**src/rtl/seven_segment_capture.sv**
```systemverilog
// Rebuilds the 16-bit value from a multiplexed 7-seg scan (anode/nibble).
// Aligns frames, checks digit order, qualifies stability and detects scan loss.
module seven_segment_capture #(
  parameter int TIMEOUT  = 1024,
  parameter int STABLE_N = 2
) (
  input  logic        clk,
  input  logic        rst,
  input  logic        clk_div,
  input  logic [3:0]  a,
  input  logic [3:0]  d,
  output logic [15:0] q,
  output logic        q_valid,
  output logic        frame_done,
  output logic        err
);

  localparam int TO_W = $clog2(TIMEOUT + 1);
  localparam int MC_W = $clog2(STABLE_N + 1);

  localparam logic [TO_W-1:0] TO_LAST = TO_W'(TIMEOUT - 1);
  localparam logic [TO_W-1:0] TO_MAX  = TO_W'(TIMEOUT);
  localparam logic [MC_W-1:0] MC_MAX  = MC_W'(STABLE_N);
  localparam logic [MC_W-1:0] MC_ONE  = MC_W'(1);

  localparam logic [1:0] S_SYNC    = 2'd0;
  localparam logic [1:0] S_COLLECT = 2'd1;
  localparam logic [1:0] S_COMMIT  = 2'd2;

  logic [1:0]      r_state;
  logic [1:0]      r_exp;
  logic [15:0]     r_shadow;
  logic [15:0]     r_q;
  logic            r_q_valid;
  logic            r_frame_done;
  logic            r_err;
  logic [MC_W-1:0] r_mcnt;
  logic [TO_W-1:0] r_to_cnt;
  logic            r_cd_q;

  logic            w_strobe;
  logic            w_legal;
  logic [1:0]      w_dig;
  logic            w_to_hit;
  logic [MC_W-1:0] w_mc_next;

  assign w_strobe = r_cd_q & ~clk_div;
  assign w_to_hit = ~w_strobe & (r_to_cnt == TO_LAST);

  // Decode the active-low one-hot anode select into a digit index.
  always_comb begin
    w_legal = 1'b1;
    w_dig   = 2'd0;
    case (a)
      4'b1110: w_dig = 2'd0;
      4'b1101: w_dig = 2'd1;
      4'b1011: w_dig = 2'd2;
      4'b0111: w_dig = 2'd3;
      default: w_legal = 1'b0;
    endcase
  end

  // Stability count for the frame being committed.
  always_comb begin
    w_mc_next = MC_ONE;
    if (r_shadow == r_q) begin
      if (r_mcnt == MC_MAX) w_mc_next = r_mcnt;
      else                  w_mc_next = r_mcnt + MC_ONE;
    end
  end

  // Scan-clock edge detector and loss-of-scan counter.
  always_ff @(posedge clk or negedge rst) begin
    if (!rst) begin
      r_cd_q   <= 1'b0;
      r_to_cnt <= '0;
    end else begin
      r_cd_q <= clk_div;
      if (w_strobe)               r_to_cnt <= '0;
      else if (r_to_cnt != TO_MAX) r_to_cnt <= r_to_cnt + TO_W'(1);
    end
  end

  // Frame alignment FSM, shadow capture, commit and timeout recovery.
  always_ff @(posedge clk or negedge rst) begin
    if (!rst) begin
      r_state      <= S_SYNC;
      r_exp        <= 2'd0;
      r_shadow     <= 16'h0;
      r_q          <= 16'h0;
      r_q_valid    <= 1'b0;
      r_frame_done <= 1'b0;
      r_err        <= 1'b0;
      r_mcnt       <= '0;
    end else begin
      r_frame_done <= 1'b0;
      r_err        <= 1'b0;
      case (r_state)
        S_SYNC: begin
          if (w_strobe) begin
            if (!w_legal) begin
              r_err <= 1'b1;
            end else if (w_dig == 2'd0) begin
              r_shadow <= {12'h0, d};
              r_exp    <= 2'd1;
              r_state  <= S_COLLECT;
            end
          end
        end
        S_COLLECT: begin
          if (w_strobe) begin
            if (w_legal && w_dig == r_exp) begin
              r_shadow[{r_exp, 2'b00} +: 4] <= d;
              r_exp <= r_exp + 2'd1;
              if (r_exp == 2'd3) r_state <= S_COMMIT;
            end else if (w_legal && w_dig == r_exp - 2'd1) begin
              r_shadow[{w_dig, 2'b00} +: 4] <= d;
            end else begin
              r_err    <= 1'b1;
              r_shadow <= 16'h0;
              r_mcnt   <= '0;
              r_state  <= S_SYNC;
            end
          end
        end
        S_COMMIT: begin
          r_q          <= r_shadow;
          r_frame_done <= 1'b1;
          r_mcnt       <= w_mc_next;
          r_q_valid    <= (w_mc_next >= MC_MAX);
          r_state      <= S_SYNC;
        end
        default: r_state <= S_SYNC;
      endcase
      if (w_to_hit) begin
        r_q_valid <= 1'b0;
        r_mcnt    <= '0;
        r_state   <= S_SYNC;
      end
    end
  end

  assign q          = r_q;
  assign q_valid    = r_q_valid;
  assign frame_done = r_frame_done;
  assign err        = r_err;

endmodule
```
**config.mk**
```make
export PLATFORM = sky130hd
export DESIGN_NAME = seven_segment_capture
export DESIGN_NICKNAME = d
export VERILOG_FILES = /design/src/rtl/seven_segment_capture.sv
export SDC_FILE = /design/constraint.sdc
export NUM_CORES = 1
export LEC_CHECK = 0
export CORE_MARGIN = 10
export CORE_UTILIZATION = 62
export DETAILED_ROUTE_END_ITERATION = 10
export PLACE_DENSITY_LB_ADDON = 0.1
export SETUP_SLACK_MARGIN = 0.5
export SYNTH_ARGS = -nofsm -noshare
export SYNTH_HDL_FRONTEND = slang
export SYNTH_SLANG_ARGS = --single-unit
```
**constraint.sdc**
```tcl
create_clock -name clk -period 5.5 [get_ports clk]
set_input_delay 0.825 -clock clk [delete_from_list [all_inputs] [get_ports clk]]
set_output_delay 0.825 -clock clk [all_outputs]
set_load 0.005 [all_outputs]
```
# == After elaboration in Yosys (flattened, before gate mapping) ==
# Index checks and enable logic that the tools add are counted.
# op_classes
shift,4
reduce_logical,13
eq_ne,26
n_lt_le_gt_ge,1
mux,40
bitwise,4
n_addsub,6
# ops
cell,count
$mux W16,6
$bwmux W16,2
$pmux W16 S2,1
$shift A4 B6 Y16 const A,2
$shiftx A4 B6 Y16,2
$mux W2,15
$mux W11,2
$ne A3 B3 Y1 const B,6
$eq A16 B16 Y1,1
$eq A4 B4 Y1 const B,3
$neg A4 Y6,2
$pmux W2 S2,3
$reduce_and A6 Y1,2
$add A11 B1 Y11 const B,1
$eq A11 B10 Y1 const B,1
$ne A11 B11 Y1 const B,1
$ne A2 B2 Y1 const B,5
$mux W1,9
$ne A4 B4 Y1 const B,2
$eq A2 B2 Y1 const B,3
$pmux W2 S3,1
$reduce_bool A2 Y1,3
$reduce_and A5 Y1,1
$add A2 B1 Y2 const B,2
other kinds (13),18
# word_totals
reg_bits,53
input_bits,11
word_cells,104
out_inout_bits,19

# == Depth between registers and ports, before layout ==
# Gate-level depths: netlist of run 1.
# logic_depth
ltp_word,9
depth_mapped,10
ltp_nobuf,9

# == Worst setup path before layout of run 1 ==
# OpenSTA, ideal clock, no wires.
# synth_path
path_kind,input to register
startpoint,input port a[1]
endpoint,register r_shadow[0]
setup_ps,125
arrival_time_ps,2644
cell_stages,10
path_slack_ps,2731
required_time_ps,5375
cell_sequence,buf_2 xnor2_1 nor2_1 inv_1 ha_1 a41oi_1 a211oi_2 buf_4 o221ai_2 mux2_2
# synth_via
elab_chain_cells,9
# synth_lines
item,line_no,text
start: declaration,10,"input logic [3:0] a,"
$eq A4 B3 Y1 or $eq A4 B4 Y1 (tied branches),54,case (a)
$pmux W2 S3,54,
$neg A4 Y6,117,"r_shadow[{w_dig, 2'b00} +: 4] <= d;"
$shiftx A4 B6 Y16 or $shift A4 B6 Y16 (tied branches),117,
$bwmux W16,117,
$mux W16,116,end else if (w_legal && w_dig == r_exp - 2'd1) begin
$mux W16,112,if (w_legal && w_dig == r_exp) begin
$mux W16,111,if (w_strobe) begin
$pmux W16 S2,98,case (r_state)
end signal: assignment,104,"r_shadow <= {12'h0, d};"
end: declaration,32,logic [15:0] r_shadow;
# Parallel ways exist; a longest one is shown, timed or not. The select of a mux whose other input is x is not followed.
# A chain may end at the register's enable or synchronous reset.

# == Final worst setup path of run 1 ==
# layout_path
startpoint,input port a[1]
endpoint,register r_shadow[14]
# Same word-level chain as after synthesis.

==> results of run 1 <==
-- metal layers --
| metal | GRT usage | routed length (µm) | share of wire | vias to the layer above |
|---|---|---|---|---|
| met2 | 0.284 | 3450 | 0.49 | 78 |
| li1 | - | - | - | 1242 |
| met3 | 0.0432 | 374 | 0.053 | 13 |
| met4 | 0.0566 | 111 | 0.016 | 0 |
| met1 | 0.202 | 3060 | 0.44 | 1254 |
| met5 | 0 | 0 | 0 | - |
-- critical path: stages --
cell and delay [ps]:
clkdlybuf4s50_1 580, xnor2_1 340, nor2_1 120, inv_1 120, ha_1 270, a41oi_1 170
a211oi_2 790, o311a_4 390, mux2_4 300
-- final timing paths --
check	endpoint	from	cells after the start	slack, ps
worst max-delay path	r_shadow[14]	a[1]	9	1800
worst min-delay path	r_mcnt[1]	r_mcnt[1]	1	520
worst max register to register	r_shadow[14]	r_exp[0]	7	2620
worst min register to register	r_mcnt[1]	r_mcnt[1]	1	520
max in group asynchronous	r_shadow[4]	rst	2	4460
min in group asynchronous	q[14]	rst	2	610
-- stage by stage --
stage	utilization	std cells	worst slack, ps
3_5_place_dp	0.696	430	1530
5_1_grt	0.717	437	1600
4_1_cts	0.717	437	1860
3_3_place_gp	0.696	430	1620
2_1_floorplan	-	346	2730
6_report	0.717	437	1800
-- sequential cells by signal, indices dropped and copies added (netlist names), 2 cells and up --
name	cells
r_mcnt	2
r_state	2
q	16
r_exp	2
r_shadow	16
r_to_cnt	11
-- cells by family after synthesis --
kind of cell	after synthesis	synth area share
mux	13	0.0449
fa+ha+maj	12	0.0464
buf+inv	38	0.0519
simple gates	143	0.227
xor+xnor	28	0.0759
flops	53	0.410
compound gates	59	0.144
-- cells in the final DEF, fill, tap and decap left out, drive strengths merged, types with 11 or more instances in the layout --
cell type / netlist / layout
clkdlybuf4s50: 0 / 28
nor2: 20 / 20
ha: 12 / 12
inv: 21 / 22
xnor2: 19 / 19
nand3: 11 / 11
o21ai: 18 / 18
dfrtp: 53 / 53
nand2: 56 / 56
-- power by group through the flow --
stage          combinational, mW  sequential, mW  clock, mW
2_1_floorplan              0.262           0.475          0
3_3_place_gp               0.323           0.497          0
3_5_place_dp               0.333           0.502          0
4_1_cts                    0.336           0.494      0.272
5_1_grt                    0.372           0.501      0.286
6_report                   0.336           0.493      0.267
-- cell type report --
type | instances | share of cell area
clock buffer | 5 | 0.0189
inverter | 21 | 0.0217
tap | 70 | 0.0241
multi-input combinational | 255 | 0.478
clock inverter | 2 | 0.0107
sequential | 53 | 0.364
timing repair buffer | 31 | 0.0825
==> impl_metrics.yaml, run 1 <==
logic_synthesis:
  synth_edf_count: 0
  syn_inst: 346
  synth-main-ff-cell: "dfrtp_1"
  synth_commonest_cells: "56 x nand2_1, 53 x dfrtp_1, 21 x inv_1, 19 x nor2_1, 19 x xnor2_1"
  yosysMostFrequentCell: "nand2_1"
  synth_top_area_cell: "dfrtp_1"
  async_flop_share: 1.00
  yosys-top-cells-area: "dfrtp_1 41%, nand2_1 6.5%, xnor2_1 5.1%"
  netlist_area_mm2: 0.00323
  ys_ff_latch: 53
  synth_top_cell_area_share: 0.410
  synth_cell_types: 54
  yosys_warnings: 0
  yosysSeqAreaShare: 0.410
  avgSynthCellArea_um2: 9.34
  syn_nets: 369
cells_and_area:
  syn2layout_area_growth_pct: 12.6
  regArea_mm2: 0.00133
  drive_gt1_frac: 0.104
  num_antenna_cells: 0
  fillerInstances: 421
  multi_input_area_mm2: 0.00174
  finalNetCount: 390
  fin_area_mm2: 0.00364
placement:
  placed_area_mm2: 0.00353
  io_buffers: 29
  gp_congestion: 0.908
  hpwl_um: 5200
sta:
  fin_crit_ps: 3700
  slew_violations: 0
  hold_viol: 0
  period_share: 0.673
  relSlewSlack: 0.344
  setup_violations: 0
  final.setup.tns_ps: 0
  clock.fmax_mhz: 270
  rsz0062_at_grt: "false"
  worstMarginPinSlew_ps: 982
  hold_ws_ps: 521
  fin_skew_ps: 5.73
global_routing:
  grt_max_degree: 54
  grt-ovfl-total: 0
  first_global_vias: 2521
  grt_pass1_wl_um: 11800
  grt_antenna_before_repair: 0
  grtUsageTotal: 0.168
clock_network:
  htreeDepth: 2
  cts_setup_buffers: 0
  cts_tree: "built"
  numCtsBuffers: 5
  clockRootBuffer: "clkbuf_8"
  cts_resized: 0
  cts_hold_buf: 0
  cts_buffer_depth: 2
  clk_pin_slew_ps: 100
  worstSkewPairLatency_ps: 310
  cts_sinks: 53
die:
  die_y_um: 92.2
  io-pin-count: 30
  dieArea_mm2: 0.00850
  die_w_um: 92.2
  num_rows: 26
  initial_core_util: 0.637
  coreArea_mm2: 0.00507
route:
  viasPerCell: 5.92
  drtIter0Drc: 130
  num_vias: 2587
  drc: 0
  ant_nets: 0
  drt_wl_total_um: 7000
  dr.pass1.iters: 5
  wl_per_cell_um: 16.0
power:
  p_clk_frac: 0.243
  switching_share: 0.351
  ir_drop_v: 0.000193
  combPwrFrac: 0.307
  power_mw: 1.10
  pwr-share-seq: 0.450
  p_int_uw: 711
  power_switching_uw: 384
  power.density_mw_per_mm2: 301
  p_leak_nw: 1.55
min_path:
  hold_class: "reg -> reg"
setup_path:
  cp.required_ps: 5710
  path_class: "in -> reg"
  path_max_fanout: 11
  critPathLaunchType: "input pin"
  end_kind: "flip-flop"
  cp.arrival_ps: 3910
job:
  drv_cap: 0
outcome:
  status: "completed"
Note: power is estimated with default switching activity, not from simulation.
==> inputs of run 2 (changes only) <==
- CORE_UTILIZATION: 62 -> 58
- clock period: 5.5 -> 3.8 ns (I/O delays scaled with it)
==> run 2 against run 1 <==
Clock power rose by 25%. Critical path depth did not move. Register-to-register slack got worse by 1700 ps. Clock skew rose by 3.1 ps.
==> impl_metrics.yaml, run 2 (synthesized netlist as in run 1, its figures left out) <==
sta:
  setup_violations: 0
  relSlewSlack: 0.369
  worstMarginPinSlew_ps: 947
  clock.fmax_mhz: 333
  period_share: 0.791
  slew_violations: 0
  hold_viol: 0
  fin_crit_ps: 3000
  rsz0062_at_grt: "false"
  final.setup.tns_ps: 0
  fin_skew_ps: 8.88
power:
  ir_drop_v: 0.000291
  power_mw: 1.53
  p_leak_nw: 1.56
  power.density_mw_per_mm2: 419
global_routing:
  grt-ovfl-total: 0
  grt_max_degree: 45
  first_global_vias: 2469
  grt_pass1_wl_um: 11800
  grtUsageTotal: 0.162
  grt_antenna_before_repair: 0
cells_and_area:
  finalNonFillerCells: 443
  layout_common_cells: "56 x nand2_1, 53 x dfrtp_1, 28 x clkdlybuf4s50_1"
  num_antenna_cells: 0
  drive_gt1_frac: 0.113
  fin_area_mm2: 0.00365
  syn2layout_area_growth_pct: 12.9
  layout_commonest_cell: "nand2_1"
  fin_util: 0.667
  finalNetCount: 393
setup_path:
  cp.arrival_ps: 3270
  critPathLaunchType: "input pin"
  cp.required_ps: 4070
  path_class: "in -> reg"
  path_max_fanout: 12
  end_kind: "flip-flop"
clock_network:
  numCtsBuffers: 5
  cts_hold_buf: 0
  cts_buffer_depth: 2
  cts_tree: "built"
  htreeDepth: 2
  cts_sinks: 53
  clk_pin_slew_ps: 100
  cts_setup_buffers: 0
  clockRootBuffer: "clkbuf_8"
  worstSkewPairLatency_ps: 320
  cts_resized: 0
placement:
  hpwl_um: 5290
  place_inst: 435
  placed_area_mm2: 0.00356
  gp_congestion: 0.894
  io_buffers: 29
die:
  initial_core_util: 0.591
  die_w_um: 94.7
  io-pin-count: 30
  die_y_um: 94.7
  num_rows: 27
  dieArea_mm2: 0.00896
  coreArea_mm2: 0.00547
route:
  drtIter0Drc: 156
  drc: 0
  drt_wl_total_um: 7040
  dr.pass1.iters: 6
  viasPerCell: 5.83
  ant_nets: 0
  num_vias: 2583
  wl_per_cell_um: 15.9
min_path:
  hold_class: "in -> async"
outcome:
  status: "completed"
job:
  drv_cap: 0
==> run 2: cell types whose count changed in the layout (fill, tap and decap cells not counted) <==
cell,previous run,this run
bufinv_16,1,0
clkinvlp_4,0,1
buf_4,2,5
clkinv_4,0,1
==> run 2: worst paths after layout <==
| path | depth (start not counted) | end | start | slack, ps |
|---|---|---|---|---|
| setup / recovery | 9 | r_shadow[7] | a[2] | 800 |
| hold / removal | 1 | q[11] | rst | 390 |
| setup reg to reg | 7 | r_shadow[14] | r_exp[0] | 940 |
| hold reg to reg | 2 | q_valid | q_valid | 520 |
| max in group asynchronous | 2 | r_shadow[5] | rst | 2700 |
| min in group clk | 2 | q_valid | q_valid | 520 |
==> run 2: report_power, final <==
| group | leakage [nW] | switching [mW] | total [mW] | internal (mW) |
|---|---|---|---|---|
| clock network | 0.0447 | 0.201 | 0.334 | 0.133 |
| logic | 0.791 | 0.277 | 0.487 | 0.210 |
| registers | 0.720 | 0.0821 | 0.709 | 0.627 |
==> run 2: metal layers <==
metal  GRT usage  share of wire  vias up
li1            -              -     1261
met1       0.200           0.43     1246
met2       0.273           0.49       67
met3      0.0389          0.060        9
met4      0.0511          0.014        0
met5           0              0        -
==> run 2: through the flow <==
stage | setup slack (ps) | hold slack [ps]
CTS | 841 | 416
floorplan | 1290 | 274
global route | 535 | 456
global placement | 588 | 495
detailed placement | 492 | 508
finish | 796 | 388
==> run 2: area by class of cell <==
type | instances | area [µm²]
fillers | 457 | 1820
multi-input cells | 255 | 1740
flip-flops and latches | 53 | 1330
repair buffers | 34 | 323
well taps | 72 | 90.1
inverters | 21 | 78.8
clock buffers | 5 | 68.8
clock inverters | 3 | 25.0
==> run 2: worst max-delay path: stages <==
cell             delay [ps]
clkdlybuf4s50_1         680
xor2_1                  290
nand3_1                 210
ha_1                    310
nand3b_1                180
nor3_1                  430
o21ai_0                 170
a211oi_1                260
mux2_2                  180
